===== config.mk =====
export PLATFORM = sky130hd
export DESIGN_NAME = mmac_matmul_seq_flat
export DESIGN_NICKNAME = d
export VERILOG_FILES = /design/src/rtl/mmac_matmul_seq_pkg.sv /design/src/rtl/mmac_matmul_seq_if.sv /design/src/rtl/mmac_matmul_seq_pe.sv /design/src/rtl/mmac_matmul_seq.sv /design/src/flat_wrapper.sv
export SDC_FILE = /design/constraint.sdc
export NUM_CORES = 2
export LEC_CHECK = 0
export BUFFER_PORTS_ARGS = -buffer_cell sky130_fd_sc_hd__buf_2
export CAP_MARGIN = 20
export CORE_ASPECT_RATIO = 1.2
export CORE_UTILIZATION = 35
export DETAILED_ROUTE_END_ITERATION = 6
export HOLD_SLACK_MARGIN = 0.06
export SLEW_MARGIN = 20
export SYNTH_ARGS = -nofsm -noshare
export SYNTH_HDL_FRONTEND = slang
export SYNTH_SLANG_ARGS = --single-unit

===== constraint.sdc =====
create_clock -name clk -period 33.9 [get_ports clk]
set_input_delay 1.695 -clock clk [delete_from_list [all_inputs] [get_ports clk]]
set_output_delay 1.695 -clock clk [all_outputs]
set_load 0.005 [all_outputs]

===== src/rtl/mmac_matmul_seq_pkg.sv =====
// -----------------------------------------------------------------------------
// mmac_matmul_seq_pkg
//   Shared types and default sizing for the sequential matrix MAC engine.
//   - mmac_state_t : controller states (IDLE, LOAD, COMPUTE, DRAIN)
//   - DEF_N / DEF_DATA_WIDTH / DEF_ACC_WIDTH : default matrix size and widths
// -----------------------------------------------------------------------------
package mmac_matmul_seq_pkg;

    localparam int DEF_N          = 4;
    localparam int DEF_DATA_WIDTH = 8;
    localparam int DEF_ACC_WIDTH  = 2 * DEF_DATA_WIDTH + $clog2(DEF_N);

    typedef enum logic [1:0] {
        IDLE    = 2'd0,
        LOAD    = 2'd1,
        COMPUTE = 2'd2,
        DRAIN   = 2'd3
    } mmac_state_t;

endpackage


===== src/rtl/mmac_matmul_seq_if.sv =====
// -----------------------------------------------------------------------------
// mmac_matmul_seq_if
//   Operand stream (in_*), result stream (out_*) and job control/status of the
//   matrix MAC engine.
//   master : producer/consumer side (drives operands, clear, acc_en, out_ready)
//   slave  : engine side (drives in_ready, out_*, busy, done)
// -----------------------------------------------------------------------------
interface mmac_matmul_seq_if #(
    parameter int DATA_WIDTH = 8,
    parameter int ACC_WIDTH  = 18
);
    logic                  clear;
    logic                  acc_en;
    logic                  in_valid;
    logic                  in_ready;
    logic [DATA_WIDTH-1:0] in_a;
    logic [DATA_WIDTH-1:0] in_b;
    logic                  out_valid;
    logic                  out_ready;
    logic [ACC_WIDTH-1:0]  out_data;
    logic                  out_last;
    logic                  out_ovf;
    logic                  busy;
    logic                  done;

    modport master (
        output clear, acc_en, in_valid, in_a, in_b, out_ready,
        input  in_ready, out_valid, out_data, out_last, out_ovf, busy, done
    );

    modport slave (
        input  clear, acc_en, in_valid, in_a, in_b, out_ready,
        output in_ready, out_valid, out_data, out_last, out_ovf, busy, done
    );
endinterface


===== src/rtl/mmac_matmul_seq_pe.sv =====
// -----------------------------------------------------------------------------
// mmac_matmul_seq_pe
//   Single combinational multiply-accumulate: sum = seed + a*b.
//   Ports: seed (running sum in), a/b (unsigned operands),
//          sum (updated running sum), ovf (this addition clamped).
//   Macro MMAC_SATURATE_EN: clamp at 2^ACC_WIDTH-1 and flag ovf;
//   otherwise the sum wraps and ovf is 0.
// -----------------------------------------------------------------------------
module mmac_matmul_seq_pe #(
    parameter int DATA_WIDTH = 8,
    parameter int ACC_WIDTH  = 18
) (
    input  logic [ACC_WIDTH-1:0]  seed,
    input  logic [DATA_WIDTH-1:0] a,
    input  logic [DATA_WIDTH-1:0] b,
    output logic [ACC_WIDTH-1:0]  sum,
    output logic                  ovf
);

    logic [2*DATA_WIDTH-1:0] prod;
    logic [ACC_WIDTH-1:0]    prod_ext;

    assign prod     = {{DATA_WIDTH{1'b0}}, a} * {{DATA_WIDTH{1'b0}}, b};
    assign prod_ext = ACC_WIDTH'(prod);

`ifdef MMAC_SATURATE_EN
    // Returns {clamped, sum}; the extra carry bit decides the clamp.
    function automatic logic [ACC_WIDTH:0] sat_add(input logic [ACC_WIDTH-1:0] x,
                                                   input logic [ACC_WIDTH-1:0] y);
        logic [ACC_WIDTH:0] full;
        full = {1'b0, x} + {1'b0, y};
        if (full[ACC_WIDTH])
            return {1'b1, {ACC_WIDTH{1'b1}}};
        return full;
    endfunction

    assign {ovf, sum} = sat_add(seed, prod_ext);
`else
    function automatic logic [ACC_WIDTH-1:0] wrap_add(input logic [ACC_WIDTH-1:0] x,
                                                      input logic [ACC_WIDTH-1:0] y);
        return x + y;
    endfunction

    assign sum = wrap_add(seed, prod_ext);
    assign ovf = 1'b0;
`endif

endmodule


===== src/rtl/mmac_matmul_seq.sv =====
// -----------------------------------------------------------------------------
// mmac_matmul_seq
//   Sequential N x N matrix multiply(-accumulate) C = A*B or C += A*B on one
//   time-multiplexed MAC. Operands stream in row-major, are buffered, the
//   product is formed over N^3 MAC cycles, and C drains row-major with
//   backpressure. C persists across jobs until clear or reset.
//   Ports: clk, rst (async, active-high), bus (mmac_matmul_seq_if.slave).
//   Macro MMAC_SATURATE_EN: saturating sums with per-element ovf stored in C
//   and presented on out_ovf; undefined -> wrap-around, out_ovf = 0.
// -----------------------------------------------------------------------------
module mmac_matmul_seq
    import mmac_matmul_seq_pkg::*;
#(
    parameter int N          = DEF_N,
    parameter int DATA_WIDTH = DEF_DATA_WIDTH,
    parameter int ACC_WIDTH  = 2 * DATA_WIDTH + $clog2(N)
) (
    input  logic            clk,
    input  logic            rst,
    mmac_matmul_seq_if.slave bus
);

    localparam int NN    = N * N;
    localparam int IDX_W = $clog2(NN);
    localparam int CW    = $clog2(N);
    localparam logic [IDX_W-1:0] LAST_IDX = IDX_W'(NN - 1);
    localparam logic [CW-1:0]    LAST_RC  = CW'(N - 1);

    if (ACC_WIDTH < 2 * DATA_WIDTH) begin : g_acc_width_check
        $error("mmac_matmul_seq: ACC_WIDTH must be at least 2*DATA_WIDTH");
    end

    function automatic logic [IDX_W-1:0] rc_idx(input logic [CW-1:0] r,
                                                 input logic [CW-1:0] c);
        return IDX_W'(r) * IDX_W'(N) + IDX_W'(c);
    endfunction

    mmac_state_t state_q, state_d;

    logic [DATA_WIDTH-1:0] a_mem [NN];
    logic [DATA_WIDTH-1:0] b_mem [NN];
    logic [ACC_WIDTH-1:0]  c_mem [NN];
`ifdef MMAC_SATURATE_EN
    logic [NN-1:0]         ovf_mem;
`endif

    logic [IDX_W-1:0]     load_idx, drain_idx;
    logic [CW-1:0]        ci, cj, ck;
    logic                 acc_q;
    logic                 in_ready, out_valid, in_hs, out_hs;
    logic                 mac_en, k_first, k_last, ij_last;
    logic [IDX_W-1:0]     ij_idx;
    logic [ACC_WIDTH-1:0] seed, pe_sum;
    logic                 pe_ovf, seed_ovf, run_ovf;
    logic [ACC_WIDTH-1:0] sum_p1;
    logic                 ovf_p1, wb_vld_p1, last_p1;
    logic [IDX_W-1:0]     wb_addr_p1;
    logic                 done_q;

    // Controller: next state and handshake enables
    always_comb begin
        state_d   = state_q;
        in_ready  = 1'b0;
        out_valid = 1'b0;
        case (state_q)
            IDLE: begin
                in_ready = 1'b1;
                if (bus.in_valid) state_d = LOAD;
            end
            LOAD: begin
                in_ready = 1'b1;
                if (bus.in_valid && load_idx == LAST_IDX) state_d = COMPUTE;
            end
            COMPUTE: begin
                // leave only once the final element's write-back has issued
                if (last_p1) state_d = DRAIN;
            end
            DRAIN: begin
                out_valid = 1'b1;
                if (bus.out_ready && drain_idx == LAST_IDX) state_d = IDLE;
            end
            default: state_d = IDLE;
        endcase
    end

    assign in_hs  = bus.in_valid && in_ready;
    assign out_hs = out_valid && bus.out_ready;

    // Stage p0: operand fetch and MAC for (i, j, k)
    assign mac_en  = (state_q == COMPUTE) && !last_p1;
    assign k_first = (ck == '0);
    assign k_last  = (ck == LAST_RC);
    assign ij_last = (ci == LAST_RC) && (cj == LAST_RC);
    assign ij_idx  = rc_idx(ci, cj);
    assign seed    = k_first ? (acc_q ? c_mem[ij_idx] : '0) : sum_p1;

`ifdef MMAC_SATURATE_EN
    assign seed_ovf = k_first ? (acc_q & ovf_mem[ij_idx]) : ovf_p1;
`else
    assign seed_ovf = k_first ? 1'b0 : ovf_p1;
`endif
    assign run_ovf = seed_ovf | pe_ovf;

    mmac_matmul_seq_pe #(
        .DATA_WIDTH (DATA_WIDTH),
        .ACC_WIDTH  (ACC_WIDTH)
    ) u_pe (
        .seed (seed),
        .a    (a_mem[rc_idx(ci, ck)]),
        .b    (b_mem[rc_idx(ck, cj)]),
        .sum  (pe_sum),
        .ovf  (pe_ovf)
    );

    always_ff @(posedge clk or posedge rst) begin
        if (rst) begin
            state_q    <= IDLE;
            load_idx   <= '0;
            drain_idx  <= '0;
            ci         <= '0;
            cj         <= '0;
            ck         <= '0;
            acc_q      <= 1'b0;
            sum_p1     <= '0;
            ovf_p1     <= 1'b0;
            wb_vld_p1  <= 1'b0;
            wb_addr_p1 <= '0;
            last_p1    <= 1'b0;
            done_q     <= 1'b0;
        end else begin
            state_q <= state_d;
            done_q  <= out_hs && (drain_idx == LAST_IDX);

            if (state_q == IDLE && in_hs)
                acc_q <= bus.acc_en;
            if (in_hs)
                load_idx <= (load_idx == LAST_IDX) ? '0 : load_idx + IDX_W'(1);
            if (out_hs)
                drain_idx <= (drain_idx == LAST_IDX) ? '0 : drain_idx + IDX_W'(1);

            // Stage p1: running sum register and C write-back request
            wb_vld_p1 <= mac_en && k_last;
            last_p1   <= mac_en && k_last && ij_last;
            if (mac_en) begin
                sum_p1     <= pe_sum;
                ovf_p1     <= run_ovf;
                wb_addr_p1 <= ij_idx;
                ck <= k_last ? '0 : ck + CW'(1);
                if (k_last) begin
                    cj <= (cj == LAST_RC) ? '0 : cj + CW'(1);
                    if (cj == LAST_RC)
                        ci <= (ci == LAST_RC) ? '0 : ci + CW'(1);
                end
            end
        end
    end

    // Operand buffers and the persistent C store
    always_ff @(posedge clk or posedge rst) begin
        if (rst) begin
            for (int n = 0; n < NN; n++) begin
                a_mem[n] <= '0;
                b_mem[n] <= '0;
                c_mem[n] <= '0;
            end
`ifdef MMAC_SATURATE_EN
            ovf_mem <= '0;
`endif
        end else begin
            if (in_hs) begin
                a_mem[load_idx] <= bus.in_a;
                b_mem[load_idx] <= bus.in_b;
            end
            if (state_q == IDLE && bus.clear) begin
                for (int n = 0; n < NN; n++)
                    c_mem[n] <= '0;
`ifdef MMAC_SATURATE_EN
                ovf_mem <= '0;
`endif
            end else if (wb_vld_p1) begin
                c_mem[wb_addr_p1] <= sum_p1;
`ifdef MMAC_SATURATE_EN
                ovf_mem[wb_addr_p1] <= ovf_p1;
`endif
            end
        end
    end

    assign bus.in_ready  = in_ready;
    assign bus.out_valid = out_valid;
    assign bus.out_data  = out_valid ? c_mem[drain_idx] : '0;
    assign bus.out_last  = out_valid && (drain_idx == LAST_IDX);
`ifdef MMAC_SATURATE_EN
    assign bus.out_ovf   = out_valid && ovf_mem[drain_idx];
`else
    assign bus.out_ovf   = 1'b0;
`endif
    assign bus.busy      = (state_q != IDLE);
    assign bus.done      = done_q;

endmodule


===== src/flat_wrapper.sv =====
// flat-port wrapper written by rule: the top's interface ports become plain ports
module mmac_matmul_seq_flat import mmac_matmul_seq_pkg::*;
#(
    parameter int N          = DEF_N,
    parameter int DATA_WIDTH = DEF_DATA_WIDTH,
    parameter int ACC_WIDTH  = 2 * DATA_WIDTH + $clog2(N)
)
  (clk, rst, bus_clear, bus_acc_en, bus_in_valid, bus_in_a, bus_in_b, bus_out_ready, bus_in_ready, bus_out_valid, bus_out_data, bus_out_last, bus_out_ovf, bus_busy, bus_done);
  mmac_matmul_seq_if #(.DATA_WIDTH(DATA_WIDTH), .ACC_WIDTH(ACC_WIDTH)) bus_i ();
  input  logic clk;
  input  logic rst;
  input wire logic [$bits(bus_i.clear)-1:0] bus_clear;
  input wire logic [$bits(bus_i.acc_en)-1:0] bus_acc_en;
  input wire logic [$bits(bus_i.in_valid)-1:0] bus_in_valid;
  input wire logic [$bits(bus_i.in_a)-1:0] bus_in_a;
  input wire logic [$bits(bus_i.in_b)-1:0] bus_in_b;
  input wire logic [$bits(bus_i.out_ready)-1:0] bus_out_ready;
  output wire logic [$bits(bus_i.in_ready)-1:0] bus_in_ready;
  output wire logic [$bits(bus_i.out_valid)-1:0] bus_out_valid;
  output wire logic [$bits(bus_i.out_data)-1:0] bus_out_data;
  output wire logic [$bits(bus_i.out_last)-1:0] bus_out_last;
  output wire logic [$bits(bus_i.out_ovf)-1:0] bus_out_ovf;
  output wire logic [$bits(bus_i.busy)-1:0] bus_busy;
  output wire logic [$bits(bus_i.done)-1:0] bus_done;
  assign bus_i.clear = bus_clear;
  assign bus_i.acc_en = bus_acc_en;
  assign bus_i.in_valid = bus_in_valid;
  assign bus_i.in_a = bus_in_a;
  assign bus_i.in_b = bus_in_b;
  assign bus_i.out_ready = bus_out_ready;
  assign bus_in_ready = bus_i.in_ready;
  assign bus_out_valid = bus_i.out_valid;
  assign bus_out_data = bus_i.out_data;
  assign bus_out_last = bus_i.out_last;
  assign bus_out_ovf = bus_i.out_ovf;
  assign bus_busy = bus_i.busy;
  assign bus_done = bus_i.done;
  mmac_matmul_seq #(.N(N), .DATA_WIDTH(DATA_WIDTH), .ACC_WIDTH(ACC_WIDTH)) u_core (.clk(clk), .rst(rst), .bus(bus_i));
endmodule

==> impl_table.tex <==
\begin{tabular}{lr}
\hline
Metric & Value \\
\hline
\multicolumn{2}{l}{\textbf{Global route}} \\
\quad Initial antenna violation count & 5 \\
\quad Largest net degree at the start of global routing & 144 \\
\quad Vias in the first global route & 22680 \\
\quad Gr ovfl total & 0 \\
\quad Wire length of the first global-routing pass & 143100 microns \\
\quad Total GRT Usage & 20.11\% \\
\multicolumn{2}{l}{\textbf{Clock network}} \\
\quad Post-CTS sizing & 0 \\
\quad Count of hold-fix buffers inserted at cts & 0 \\
\quad TritonCTS clock tree & built \\
\quad Clock root buffer master & sky130\_fd\_sc\_hd\_\_clkbuf\_16 \\
\quad Num Clock Sinks & 586 \\
\quad Clock slew at the register clock pins of the worst setup and hold paths & 0.06 ns \\
\quad Max H-tree Level & 2 \\
\quad Clock insertion delay at the later pin of the skew report & 0.65 ns \\
\quad Clock buffers created by TritonCTS & 61 \\
\quad Largest buffer count on any clock path & 3 \\
\quad Post-CTS Setup Repair Bufs & 0 \\
\multicolumn{2}{l}{\textbf{Critical path}} \\
\quad Kind of launch point of the worst setup path & register \\
\quad Maximum fanout along the worst path & 38 \\
\quad WP data required & 34.40 ns \\
\quad Startpoint-to-endpoint class of the critical path & reg -> reg \\
\quad Longest individual stage delay on the worst path & 0.87 ns \\
\quad Data arrival, critical path & 7.51 ns \\
\quad Critical Path End Type & register \\
\quad CP Buf/Inv Count & 4 \\
\quad Worst path cell trace & buf\_4, mux4\_1, mux4\_2, a21oi\_1, fa\_1, inv\_1, fa\_1, fa\_1, inv\_1, fa\_1, inv\_1, ha\_1, a21o\_1, a21oi\_1, a21boi\_0, a41oi\_1, o21ai\_0, xnor2\_1, o21ai\_0 \\
\quad Cell type group with the largest total delay on the critical path & adder cells \\
\quad Slowest library cell on the worst path & sky130\_fd\_sc\_hd\_\_dfrtp\_4 \\
\quad Number of cells on the worst reg-to-reg path & 19 \\
\quad Path length in cells of the critical path & 19 \\
\quad Critical path's most frequent cell & sky130\_fd\_sc\_hd\_\_fa\_1 \\
\multicolumn{2}{l}{\textbf{Outcome}} \\
\quad Outcome & completed \\
\multicolumn{2}{l}{\textbf{Timing}} \\
\quad Final number of hold-violating endpoints & 0 \\
\quad Unrepaired setup endpoints after global routing & false \\
\quad Minimum period implied by the final worst setup slack & 7.002 ns \\
\quad Least-Margin Pin Slew & 1.121 ns \\
\quad Relative max-transition margin & 24.88\% \\
\quad Setup TNS & 0 ns \\
\quad Max Freq & 142.8 MHz \\
\quad Max-slew violation total from the final report & 0 \\
\quad Setup violators final & 0 \\
\quad Setup skew after layout & 0.02779 ns \\
\quad Final worst-path cycle share & 20.66\% \\
\multicolumn{2}{l}{\textbf{Detailed routing}} \\
\quad Vias per inst & 5.494 \\
\quad First-pass DRT Iterations & 7 \\
\quad Total length of routed wires & 92190 microns \\
\quad Via count & 21910 \\
\quad Detail-routed net length per standard cell & 23.12 microns \\
\quad Detailed-route DRC error count & 0 \\
\quad Violation count after the first detailed-routing iteration & 2135 \\
\quad Post-route antenna net violation count & 0 \\
\multicolumn{2}{l}{\textbf{Die}} \\
\quad Die Y-Extent & 334.8 microns \\
\quad Initial core utilization & 35.44\% \\
\quad Overall die width & 279.3 microns \\
\quad IO Pins & 46 \\
\quad Cell Rows & 121 \\
\quad Total Die Area & 0.09351 sq mm \\
\quad Floorplan core area & 0.09114 sq mm \\
\multicolumn{2}{l}{\textbf{Final layout}} \\
\quad Highest-count cells in the layout ignoring fill and taps & sky130\_fd\_sc\_hd\_\_nand2\_1, sky130\_fd\_sc\_hd\_\_dfrtp\_1, sky130\_fd\_sc\_hd\_\_a21oi\_1 \\
\quad Layout cell share with drive strength beyond 1 & 26.84\% \\
\quad Number of diodes added for antenna fixing & 0 \\
\quad Design Area, Final & 0.03583 sq mm \\
\quad End-of-flow core utilization & 39.31\% \\
\quad Commonest non-fill, non-tap cell in the layout & sky130\_fd\_sc\_hd\_\_nand2\_1 \\
\quad Nets@finish & 2831 \\
\quad Area added between synthesis and finish & 10.92\% \\
\quad Area occupied by registers & 0.01469 sq mm \\
\quad Number of fill cells in the layout & 8747 \\
\quad Number of standard cells in the final layout excluding fillers & 3987 \\
\quad Multi-input gate area & 0.01626 sq mm \\
\multicolumn{2}{l}{\textbf{Pwr}} \\
\quad Internal power contribution & 2026 uW \\
\quad Part of the power in combinational logic & 45.8\% \\
\quad Leak & 0.01551 uW \\
\quad Fraction of power spent switching nets & 39.26\% \\
\quad Reported net switching power & 1310 uW \\
\quad Overall power consumption & 3336 uW \\
\quad Ratio of total power to cell area & 93.13 mW/mm\^{}2 \\
\quad Seq pwr share & 32.1\% \\
\quad Maximum resistive drop on vdd & 0.00008772 V \\
\quad Clock share of power & 22.2\% \\
\multicolumn{2}{l}{\textbf{Logic synthesis}} \\
\quad Mapped cell area & 0.03230 sq mm \\
\quad Netlist cell types & 60 \\
\quad Post-synth top flop & sky130\_fd\_sc\_hd\_\_dfrtp\_1 \\
\quad Seq/Total Area, Yosys & 45.40\% \\
\quad Synthesis warning total & 0 \\
\quad EDFF count, synth & 0 \\
\quad Cell count after synthesis & 2760 \\
\quad Synthesized Nets & 2885 \\
\quad Mean cell area of the mapped netlist & 11.70 sq um \\
\quad Post-synth ARST share & 100.0\% \\
\quad Seq cells post-synth & 586 \\
\multicolumn{2}{l}{\textbf{Placed design}} \\
\quad Count of buffers inserted at the top-level ports & 44 \\
\quad Instance count after placement with tap cells included & 3873 \\
\quad Total placed instance area & 0.03359 sq mm \\
\quad RD Place Congestion & 0.8171 \\
\quad HPWL Detailed & 56000 microns \\
\multicolumn{2}{l}{\textbf{Worst hold path}} \\
\quad Hold path cells & 1 \\
\quad Worst Hold Class & reg -> reg \\
\multicolumn{2}{l}{\textbf{Run}} \\
\quad Number of maximum-capacitance constraint violations & 0 \\
\hline
\end{tabular}
layer usage:
metal / wire, microns / track usage, % / share of wire (%) / up-vias
met5: 54 / 0 / 0.059 / -
met4: 2768 / 6.348 / 3.0 / 8
met3: 6270 / 3.588 / 6.8 / 187
met2: 46740 / 34.62 / 51 / 759
met1: 36360 / 25.58 / 39 / 11390
li1: - / - / - / 9560
registers in the layout (all words and copies together), names as in the netlist:
signal and flops:
u_core.a_mem 128, u_core.cj 2, u_core.c_mem 288, u_core.load_idx 4, u_core.b_mem 128, u_core.last_p1 1, u_core.sum_p1 18, u_core.ci 2
u_core.drain_idx 4, u_core.acc_q 1, u_core.ck 2, u_core.wb_vld_p1 1, u_core.bus.done 1, u_core.state_q 2, u_core.wb_addr_p1 4
area by class of cell:
class	count	area share (%)
Multi-Input combinational cell	1843	45.38
Clock inverter	36	1.393
Clock buffer	78	4.830
Tap cell	1230	4.296
Timing Repair Buffer	103	1.907
Sequential cell	586	40.99
Inverter	111	1.198
cells in the mapped netlist, drive strengths merged, types with 3 or more instances:
| cell | instances | area [sq um] |
|---|---|---|
| nand2 | 683 | 2564 |
| dfrtp | 586 | 14660 |
| a21oi | 312 | 1562 |
| mux2 | 263 | 2962 |
| mux4 | 257 | 5956 |
| clkbuf | 141 | 553.0 |
| inv | 111 | 416.7 |
| buf | 78 | 550.5 |
| and2 | 57 | 356.6 |
| ha | 53 | 663.1 |
| fa | 50 | 1001 |
| nor2 | 30 | 120.1 |
| o21ai | 27 | 135.1 |
| nand3 | 13 | 65.06 |
| nor3 | 11 | 70.07 |
| nor2b | 10 | 62.56 |
| a21o | 9 | 67.56 |
| and2b | 6 | 48.80 |
| nand2b | 6 | 37.54 |
| xnor2 | 6 | 52.55 |
| xor2 | 6 | 52.55 |
| o21a | 5 | 37.54 |
| and3 | 4 | 25.02 |
| nand3b | 4 | 30.03 |
| o31ai | 4 | 30.03 |
| nand4 | 3 | 18.77 |
stage by stage:
step | hold WS, ns | setup WS [ns]
6_report | 0.4970 | 26.90
5_1_grt | 0.5056 | 26.48
4_1_cts | 0.4995 | 26.78
3_5_place_dp | 0.4849 | 26.81
3_3_place_gp | 0.4789 | 26.84
2_1_floorplan | 0.4704 | 15.81
power groups by stage:
stage	Combinational [uW]	Sequential [uW]	Clock, uW
3_3_place_gp	1510	1070	0
4_1_cts	1550	1070	754
6_report	1530	1070	740
5_1_grt	1730	1100	782
2_1_floorplan	1320	947	0
3_5_place_dp	1540	1080	0
worst paths after layout:
check / from / end / slack [ns]
max: u_core.cj[0] / u_core.sum_p1[17] / 26.90
min: u_core.b_mem[85] / u_core.b_mem[85] / 0.50
max reg2reg: u_core.cj[0] / u_core.sum_p1[17] / 26.90
min reg2reg: u_core.b_mem[85] / u_core.b_mem[85] / 0.50
max in group asynchronous: rst / u_core.c_mem[168] / 30.28
min in group asynchronous: rst / u_core.a_mem[6] / 1.15
cell families after synthesis:
family / after synthesis / share of synthesized area, %
and+or+nand+nor: 834 / 10.68
DFF: 586 / 45.40
muxes: 522 / 27.67
AOI/OAI and AO/OA: 371 / 6.024
buffers and inverters: 331 / 4.734
adders and majority gates: 103 / 5.152
xor gates and xnor gates: 12 / 0.3254
other: 1 / 0.01161
No activity file was read; power rests on OpenSTA's default activity.
